--- config.mk ---
export PLATFORM = sky130hd
export DESIGN_NAME = multicycle_control
export DESIGN_NICKNAME = d
export VERILOG_FILES = /design/src/rtl/multicycle_control.sv
export SDC_FILE = /design/constraint.sdc
export NUM_CORES = 1
export LEC_CHECK = 0
export BUFFER_PORTS_ARGS = -buffer_cell sky130_fd_sc_hd__clkbuf_2
export CORE_MARGIN = 8
export CORE_UTILIZATION = 43
export CTS_BUF_LIST = sky130_fd_sc_hd__clkbuf_2 sky130_fd_sc_hd__clkbuf_4 sky130_fd_sc_hd__clkbuf_8
export DETAILED_ROUTE_END_ITERATION = 10
export PLACE_DENSITY = 0.83
export SYNTH_ARGS = -nofsm -noshare
export SYNTH_HDL_FRONTEND = slang
export SYNTH_SLANG_ARGS = --single-unit
--- constraint.sdc ---
create_clock -name clk -period 1.3 [get_ports clk]
set_input_delay 0.065 -clock clk [delete_from_list [all_inputs] [get_ports clk]]
set_output_delay 0.065 -clock clk [all_outputs]
set_load 0.01 [all_outputs]
--- src/rtl/multicycle_control.sv ---
// -----------------------------------------------------------------------------
// multicycle_control
//   Moore control FSM for a multicycle MIPS datapath. It sequences PC/IR
//   update, register file, ALU operand muxes, the immediate extender and the
//   unified memory. Memory states can stall on a mem_ready handshake.
//
// Ports:
//   clk        in   system clock, rising edge
//   reset      in   asynchronous active-high reset, forces FETCH
//   op[5:0]    in   opcode field of the instruction register
//   zero       in   ALU zero flag, used for beq in BEQEX
//   mem_ready  in   memory completes the current access this cycle
//   iord       out  memory address select (0 PC, 1 ALUOut)
//   memwrite   out  memory write enable
//   irwrite    out  instruction register load
//   regdst     out  write register select (0 rt, 1 rd)
//   memtoreg   out  writeback data select (0 ALUOut, 1 memory data)
//   regwrite   out  register file write enable
//   alusrca    out  ALU A select (0 PC, 1 reg A)
//   alusrcb    out  ALU B select (00 B, 01 4, 10 imm, 11 imm<<2)
//   aluop      out  000 add, 001 sub, 010 funct, 011 and, 100 or
//   imm_zext   out  immediate extender mode (0 sign, 1 zero)
//   pcsrc      out  next PC select (00 ALU, 01 ALUOut, 10 jump)
//   pc_en      out  PC load = pcwrite | (branch & zero)
//   illegal_op out  pulse in DECODE on an unknown opcode
//   state      out  current state encoding (debug)
// -----------------------------------------------------------------------------
module multicycle_control #(
  parameter bit MEM_HANDSHAKE = 1'b1
) (
  input  logic       clk,
  input  logic       reset,
  input  logic [5:0] op,
  input  logic       zero,
  input  logic       mem_ready,
  output logic       iord,
  output logic       memwrite,
  output logic       irwrite,
  output logic       regdst,
  output logic       memtoreg,
  output logic       regwrite,
  output logic       alusrca,
  output logic [1:0] alusrcb,
  output logic [2:0] aluop,
  output logic       imm_zext,
  output logic [1:0] pcsrc,
  output logic       pc_en,
  output logic       illegal_op,
  output logic [3:0] state
);

  localparam logic [5:0] OP_RTYPE = 6'b000000;
  localparam logic [5:0] OP_LW    = 6'b100011;
  localparam logic [5:0] OP_SW    = 6'b101011;
  localparam logic [5:0] OP_BEQ   = 6'b000100;
  localparam logic [5:0] OP_ADDI  = 6'b001000;
  localparam logic [5:0] OP_ANDI  = 6'b001100;
  localparam logic [5:0] OP_ORI   = 6'b001101;
  localparam logic [5:0] OP_J     = 6'b000010;

  typedef enum logic [3:0] {
    S_FETCH   = 4'd0,
    S_DECODE  = 4'd1,
    S_MEMADR  = 4'd2,
    S_MEMRD   = 4'd3,
    S_MEMWB   = 4'd4,
    S_MEMWR   = 4'd5,
    S_RTYPEEX = 4'd6,
    S_RTYPEWB = 4'd7,
    S_BEQEX   = 4'd8,
    S_ADDIEX  = 4'd9,
    S_ANDIEX  = 4'd10,
    S_ORIEX   = 4'd11,
    S_IWB     = 4'd12,
    S_JEX     = 4'd13
  } state_t;

  state_t r_state;
  logic   w_ready;
  logic   w_pcwrite;
  logic   w_branch;

  // Without the handshake every memory access completes in one cycle.
  assign w_ready = MEM_HANDSHAKE ? mem_ready : 1'b1;
  assign state   = r_state;

  // State register with inline next-state decode; op is only consulted in
  // DECODE and MEMADR. Encodings 14-15 fall back to FETCH.
  always_ff @(posedge clk or posedge reset) begin
    if (reset) begin
      r_state <= S_FETCH;
    end else begin
      case (r_state)
        S_FETCH:   if (w_ready) r_state <= S_DECODE;
        S_DECODE: begin
          case (op)
            OP_LW, OP_SW: r_state <= S_MEMADR;
            OP_RTYPE:     r_state <= S_RTYPEEX;
            OP_BEQ:       r_state <= S_BEQEX;
            OP_ADDI:      r_state <= S_ADDIEX;
            OP_ANDI:      r_state <= S_ANDIEX;
            OP_ORI:       r_state <= S_ORIEX;
            OP_J:         r_state <= S_JEX;
            default:      r_state <= S_FETCH;
          endcase
        end
        S_MEMADR:  r_state <= (op == OP_LW) ? S_MEMRD : S_MEMWR;
        S_MEMRD:   if (w_ready) r_state <= S_MEMWB;
        S_MEMWB:   r_state <= S_FETCH;
        S_MEMWR:   if (w_ready) r_state <= S_FETCH;
        S_RTYPEEX: r_state <= S_RTYPEWB;
        S_RTYPEWB: r_state <= S_FETCH;
        S_BEQEX:   r_state <= S_FETCH;
        S_ADDIEX:  r_state <= S_IWB;
        S_ANDIEX:  r_state <= S_IWB;
        S_ORIEX:   r_state <= S_IWB;
        S_IWB:     r_state <= S_FETCH;
        S_JEX:     r_state <= S_FETCH;
        default:   r_state <= S_FETCH;
      endcase
    end
  end

  // Output decode from the registered state. Everything is forced low while
  // reset is high so outputs drop asynchronously with the state.
  always_comb begin
    iord       = 1'b0;
    memwrite   = 1'b0;
    irwrite    = 1'b0;
    regdst     = 1'b0;
    memtoreg   = 1'b0;
    regwrite   = 1'b0;
    alusrca    = 1'b0;
    alusrcb    = 2'b00;
    aluop      = 3'b000;
    imm_zext   = 1'b0;
    pcsrc      = 2'b00;
    illegal_op = 1'b0;
    w_pcwrite  = 1'b0;
    w_branch   = 1'b0;
    if (!reset) begin
      case (r_state)
        S_FETCH: begin
          alusrcb   = 2'b01;
          // PC and IR only load in the cycle the fetch actually completes.
          irwrite   = w_ready;
          w_pcwrite = w_ready;
        end
        S_DECODE: begin
          alusrcb = 2'b11;
          case (op)
            OP_LW, OP_SW, OP_RTYPE, OP_BEQ,
            OP_ADDI, OP_ANDI, OP_ORI, OP_J: illegal_op = 1'b0;
            default:                        illegal_op = 1'b1;
          endcase
        end
        S_MEMADR: begin
          alusrca = 1'b1;
          alusrcb = 2'b10;
        end
        S_MEMRD: iord = 1'b1;
        S_MEMWB: begin
          memtoreg = 1'b1;
          regwrite = 1'b1;
        end
        S_MEMWR: begin
          iord     = 1'b1;
          memwrite = 1'b1;
        end
        S_RTYPEEX: begin
          alusrca = 1'b1;
          aluop   = 3'b010;
        end
        S_RTYPEWB: begin
          regdst   = 1'b1;
          regwrite = 1'b1;
        end
        S_BEQEX: begin
          alusrca  = 1'b1;
          aluop    = 3'b001;
          pcsrc    = 2'b01;
          w_branch = 1'b1;
        end
        S_ADDIEX: begin
          alusrca = 1'b1;
          alusrcb = 2'b10;
        end
        S_ANDIEX: begin
          alusrca  = 1'b1;
          alusrcb  = 2'b10;
          aluop    = 3'b011;
          imm_zext = 1'b1;
        end
        S_ORIEX: begin
          alusrca  = 1'b1;
          alusrcb  = 2'b10;
          aluop    = 3'b100;
          imm_zext = 1'b1;
        end
        S_IWB: regwrite = 1'b1;
        S_JEX: begin
          pcsrc     = 2'b10;
          w_pcwrite = 1'b1;
        end
        default: ;
      endcase
    end
    pc_en = w_pcwrite | (w_branch & zero);
  end

endmodule
==> run_results.csv, run 1 <==
group,metric,value,unit
outcome,status,"stopped before the end",
outcome,lastStage,"5_1_grt",
outcome,error,"[ERROR DPL-0038] Utilization greater than 100%, impossible to legalize",
clock_tree,htreeDepth,1,
synthesis,yosys_register_bits,4,
synthesis,synth_top_area_share,15.1,%
synthesis,synth_edf_count,0,
synthesis,netlist_area,662,µm²
place,routabilityCongestion,0.838,
synthesis,synth.most_common_cell,"nor3_1",
synthesis,yosys.area.top_type,"dfrtp_1",
synthesis,synthTopCellsByArea,"dfrtp_1 (15%), nor3_1 (11%), clkbuf_8 (8.3%), nor2_1 (5.7%), a21oi_1 (5.3%)",
die,num_rows,14,
place,dpl.hpwl,1680,µm
synthesis,synth_cells,91,
clock_tree,numCtsBuffers,3,
synthesis,synth.distinct_cells,34,
timing,crit_endpoint,"irwrite",
synthesis,yosys_warnings,0,
die,io_pins,31,
synthesis,synth_common_cells,"nor3_1 (15), nor2_1 (10), a21oi_1 (7)",
die,die_w,55.2,µm
die,start_util,45.0,%
synthesis,seq_area_frac_synth,15.1,%
synthesis,synth_flop_cell,"dfrtp_1",
die,die_h,55.2,µm
clock_tree,cts.sinks,4,
place,io_buffers,30,
clock_tree,cts-root-buf,"clkbuf_4",
clock_tree,cts_max_path_buffers,2,
timing,endpoint_type,"top-level output",
synthesis,syn_nets,101,
synthesis,synthArstFlopShare,100,%
grt,grt_max_degree,12,
synthesis,syn_area_per_cell,7.27,µm²
-- per-stage QoR --
step / instance area (µm²) / setup TNS [ns] / cells / worst slack (ns)
4_1_cts: 1270 / -1.68 / 173 / -0.138
3_5_place_dp: 926 / -0.182 / 149 / -0.0936
3_3_place_gp: 926 / -0.0862 / 149 / -0.0771
2_1_floorplan: 682 / -0.0284 / 91 / -0.0212
-- repair_timing --
item                                   CTS
hold buffers                             1
pin swaps                               11
resized for setup                       33
setup endpoints to repair               18
endpoints found under the hold margin    4
buffers inserted                        17
gates cloned                             3
-- kinds of logic after synthesis --
family / Yosys count / synth area share, %
and+or+nand+nor: 46 / 37.1
DFF: 4 / 15.1
AOI/OAI and AO/OA: 26 / 29.1
buffers and inverters: 11 / 13.4
xor gates and xnor gates: 4 / 5.29
==> run 2: changes to the inputs <==
Settings changed: CORE_AREA from default to 8 8 69 71, CORE_MARGIN 8 to default, CORE_UTILIZATION 43 to default, CTS_BUF_LIST sky130_fd_sc_hd__clkbuf_2 sky130_fd_sc_hd__clkbuf_4 sky130_fd_sc_hd__clkbuf_8 to default, DIE_AREA from default to 0 0 77 79, PLACE_DENSITY 0.83 to default, PLACE_DENSITY_LB_ADDON from default to 0.15.
Clock period 1.3 ns to 1.69 ns, I/O delays scaled along.
==> run 2 against run 1 <==
The flow now finishes without violations. Synthesized area did not move. Synthesized cell count did not move.
==> run_results.csv, run 2 <==
group,metric,value,unit
synthesis,syn_nets,101,
clock_tree,cts-root-buf,"clkbuf_8",
synthesis,synth_common_cells,"nor3_1 (15), nor2_1 (10), a21oi_1 (7)",
worst_setup_path,path_cells,"buf_4 -> nor2b_1 -> a21oi_1 -> and3_1 -> clkbuf_2",
routing,route.antenna.remaining_nets,0,
synthesis,yosys_register_bits,4,
clock_tree,numCtsBuffers,3,
timing,fin_setup_tns,0,ns
synthesis,synth_edf_count,0,
worst_setup_path,r2r_start,"state[1]",
routing,viasPerCell,4.59,
timing,hold_violations,0,
die,die_h,79,µm
final_layout,layout_common_cells,"clkbuf_2 (30), nor3_1 (15), nor2_1 (9), buf_4 (9), a21oi_1 (7)",
synthesis,synth_top_family_by_area,"simple AND/OR/NAND/NOR gates",
final_layout,drive_gt1_share,39.2,%
worst_setup_path,crit_family,"flip-flops",
die,start_util,17.4,%
synthesis,synth_top_area_share,15.1,%
timing,rsz0062_at_grt,"no",
synthesis,netlist_area,662,µm²
timing,fin_crit,1.57,ns
power_and_ir_drop,power_frac_comb,40.7,%
grt,first_global_vias,833,
final_layout,layout.nets,137,
routing,first_pass_iters,4,
grt,antenna_found_initial,0,
routing,drt_wl_total,2330,µm
grt,grt_max_degree,16,
grt,grt_pass1_wl,4010,µm
timing,finalMaxSlewViolations,0,
final_layout,num-fill-cells,456,
clock_tree,cts_max_path_buffers,2,
clock_tree,htreeDepth,1,
synthesis,synth_flop_cell,"dfrtp_1",
worst_setup_path,cp_data_arrival_time,1.48,ns
die,die_w,77,µm
synthesis,yosys.area.top_type,"dfrtp_1",
synthesis,synth-xor-area-share,5.29,%
worst_setup_path,r2r_slack,0.33,ns
synthesis,synth.distinct_cells,34,
routing,wl_per_cell,13.3,µm
place,post-place-cells,171,
clock_tree,postCtsSetupBuffers,0,
power_and_ir_drop,p_total,515,µW
place,io_buffers,30,
die,core-area,3800,µm²
hold_path,min_to,"state[1]",
power_and_ir_drop,pwr-share-clk,37.9,%
worst_setup_path,cp-start-kind,"flip-flop",
hold_path,hold_path.class,"in -> reg",
worst_setup_path,endpoint_kind,"output pin",
synthesis,syn_area_per_cell,7.27,µm²
worst_setup_path,r2r-end,"state[0]",
synthesis,synth.most_common_cell,"nor3_1",
routing,drt_iter0_markers,43,
power_and_ir_drop,power_density,562,nW/µm²
worst_setup_path,ff2ff_path_depth,4,
final_layout,largest_reg_flops,4,
power_and_ir_drop,ir_drop,0.000153,V
worst_setup_path,worstPathRequired,1.61,ns
place,routabilityCongestion,0.694,
grt,overflow,0,
worst_setup_path,cp_max_fo,10,
timing,setup_viol,0,
synthesis,muxShareOfSynthArea,0,%
synthesis,synth_compound_area_share,29.1,%
hold_path,hold_depth,3,
worst_setup_path,crit_path_max_incr_delay,0.45,ns
clock_tree,cts_tree,"done",
worst_setup_path,critPathBufInv,2,
die,io_pins,31,
power_and_ir_drop,p_switching,171,µW
hold_path,hp-start,"op[4]",
clock_tree,clk_latency,0.21,ns
routing,drc_errors,0,
synthesis,yosys_warnings,0,
timing,fin_crit_sh,92.8,%
die,die-area,6080,µm²
final_layout,final_common_cell,"clkbuf_2",
timing,slew_headroom,78.0,%
clock_tree,path_clk_slew,0.03,ns
worst_setup_path,critPathKind,"reg -> out",
final_layout,n_antenna_cell,0,
grt,gr-usage-all-layers,7.86,%
power_and_ir_drop,switching_share,33.2,%
timing,skew,0.00211,ns
run,timing.max_cap.violations,0,
synthesis,synthTopCellsByArea,"dfrtp_1 (15%), nor3_1 (11%), clkbuf_8 (8.3%), nor2_1 (5.7%), a21oi_1 (5.3%)",
routing,vias,804,
place,dpl.hpwl,1900,µm
synthesis,synthSimpleGateAreaFrac,37.1,%
synthesis,synthArstFlopShare,100,%
final_layout,area_delta_synth_final,38.6,%
power_and_ir_drop,p_int,344,µW
final_layout,final_cells,175,
die,num_rows,23,
timing,tightest_slew,0.328,ns
synthesis,synthAdderAreaFrac,0,%
synthesis,synth_cells,91,
timing,max_freq,637,MHz
synthesis,seq_area_frac_synth,15.1,%
outcome,status,"completed",
power_and_ir_drop,p_seq_share,21.5,%
power_and_ir_drop,p_leak,0.388,nW
clock_tree,cts.sinks,4,
worst_setup_path,slowest_stage,"dfrtp_2",
-- run 2: cell counts after synthesis --
Identical to the previous run, type by type.
-- run 2: repair_timing --
action / in CTS / in global routing
endpoints found under the setup margin: 0 / 3
hold endpoints to repair: 4 / 0
hold buffers: 1 / 0
resized for setup: 0 / 3
-- run 2: power groups by stage --
stage	sequential, mW	combinational (mW)	clock (mW)
2_1_floorplan	0.112	0.135	0
3_3_place_gp	0.112	0.208	0
3_5_place_dp	0.111	0.208	0
4_1_cts	0.111	0.211	0.202
5_1_grt	0.112	0.235	0.211
6_report	0.111	0.210	0.195
-- run 2: per-stage QoR --
step,hold slack [ns],cell area [µm²],setup slack (ns),util [%]
finish,0.219,917,0.121,24.1
floorplan,-0.136,662,0.240,-
CTS,0.221,912,0.0772,24.0
detailed placement,0.144,861,0.226,22.7
global route,0.242,917,0.0476,24.1
global placement,0.148,861,0.244,22.7
-- run 2: worst min-delay path, stage by stage --
cell       delay [ns]
clkbuf_2         0.12
a21oi_1          0.06
o2bb2ai_1        0.12
-- run 2: worst max-delay path by stage --
| stage | startpoint | end | cells past startpoint |
|---|---|---|---|
| detailed placement | op[3] | state[1] | 5 |
| CTS | state[1] | alusrcb[1] | 5 |
| finish | state[1] | alusrcb[1] | 5 |
| global placement | op[3] | state[1] | 5 |
| global route | state[3] | pc_en | 5 |
| floorplan | state[1] | irwrite | 4 |
-- run 2: final cells by class --
class / count / area (µm²) / share of cell area [%]
well taps: 50 / 62.6 / 6.82
multi-input cells: 76 / 475 / 51.8
repair buffers: 40 / 228 / 24.8
clock buffers: 3 / 41.3 / 4.50
flip-flops and latches: 4 / 103 / 11.2
inverters: 2 / 7.51 / 0.819
-- run 2: routing by layer --
layer	GRT usage [%]	part of all wire, %	vias up
li1	-	-	406
met1	9.85	48	371
met2	12.3	46	25
met3	1.58	5.7	2
met4	4.53	1.1	0
met5	0	0	-
-- run 2: kinds of logic (layout without fill, tap and decap cells) --
logic type      after synthesis  in the layout
compound gates               26             26
flops                         4              4
simple gates                 46             46
xor+xnor                      4              4
buf+inv                      11             45
No activity file was read; power rests on OpenSTA's default activity.
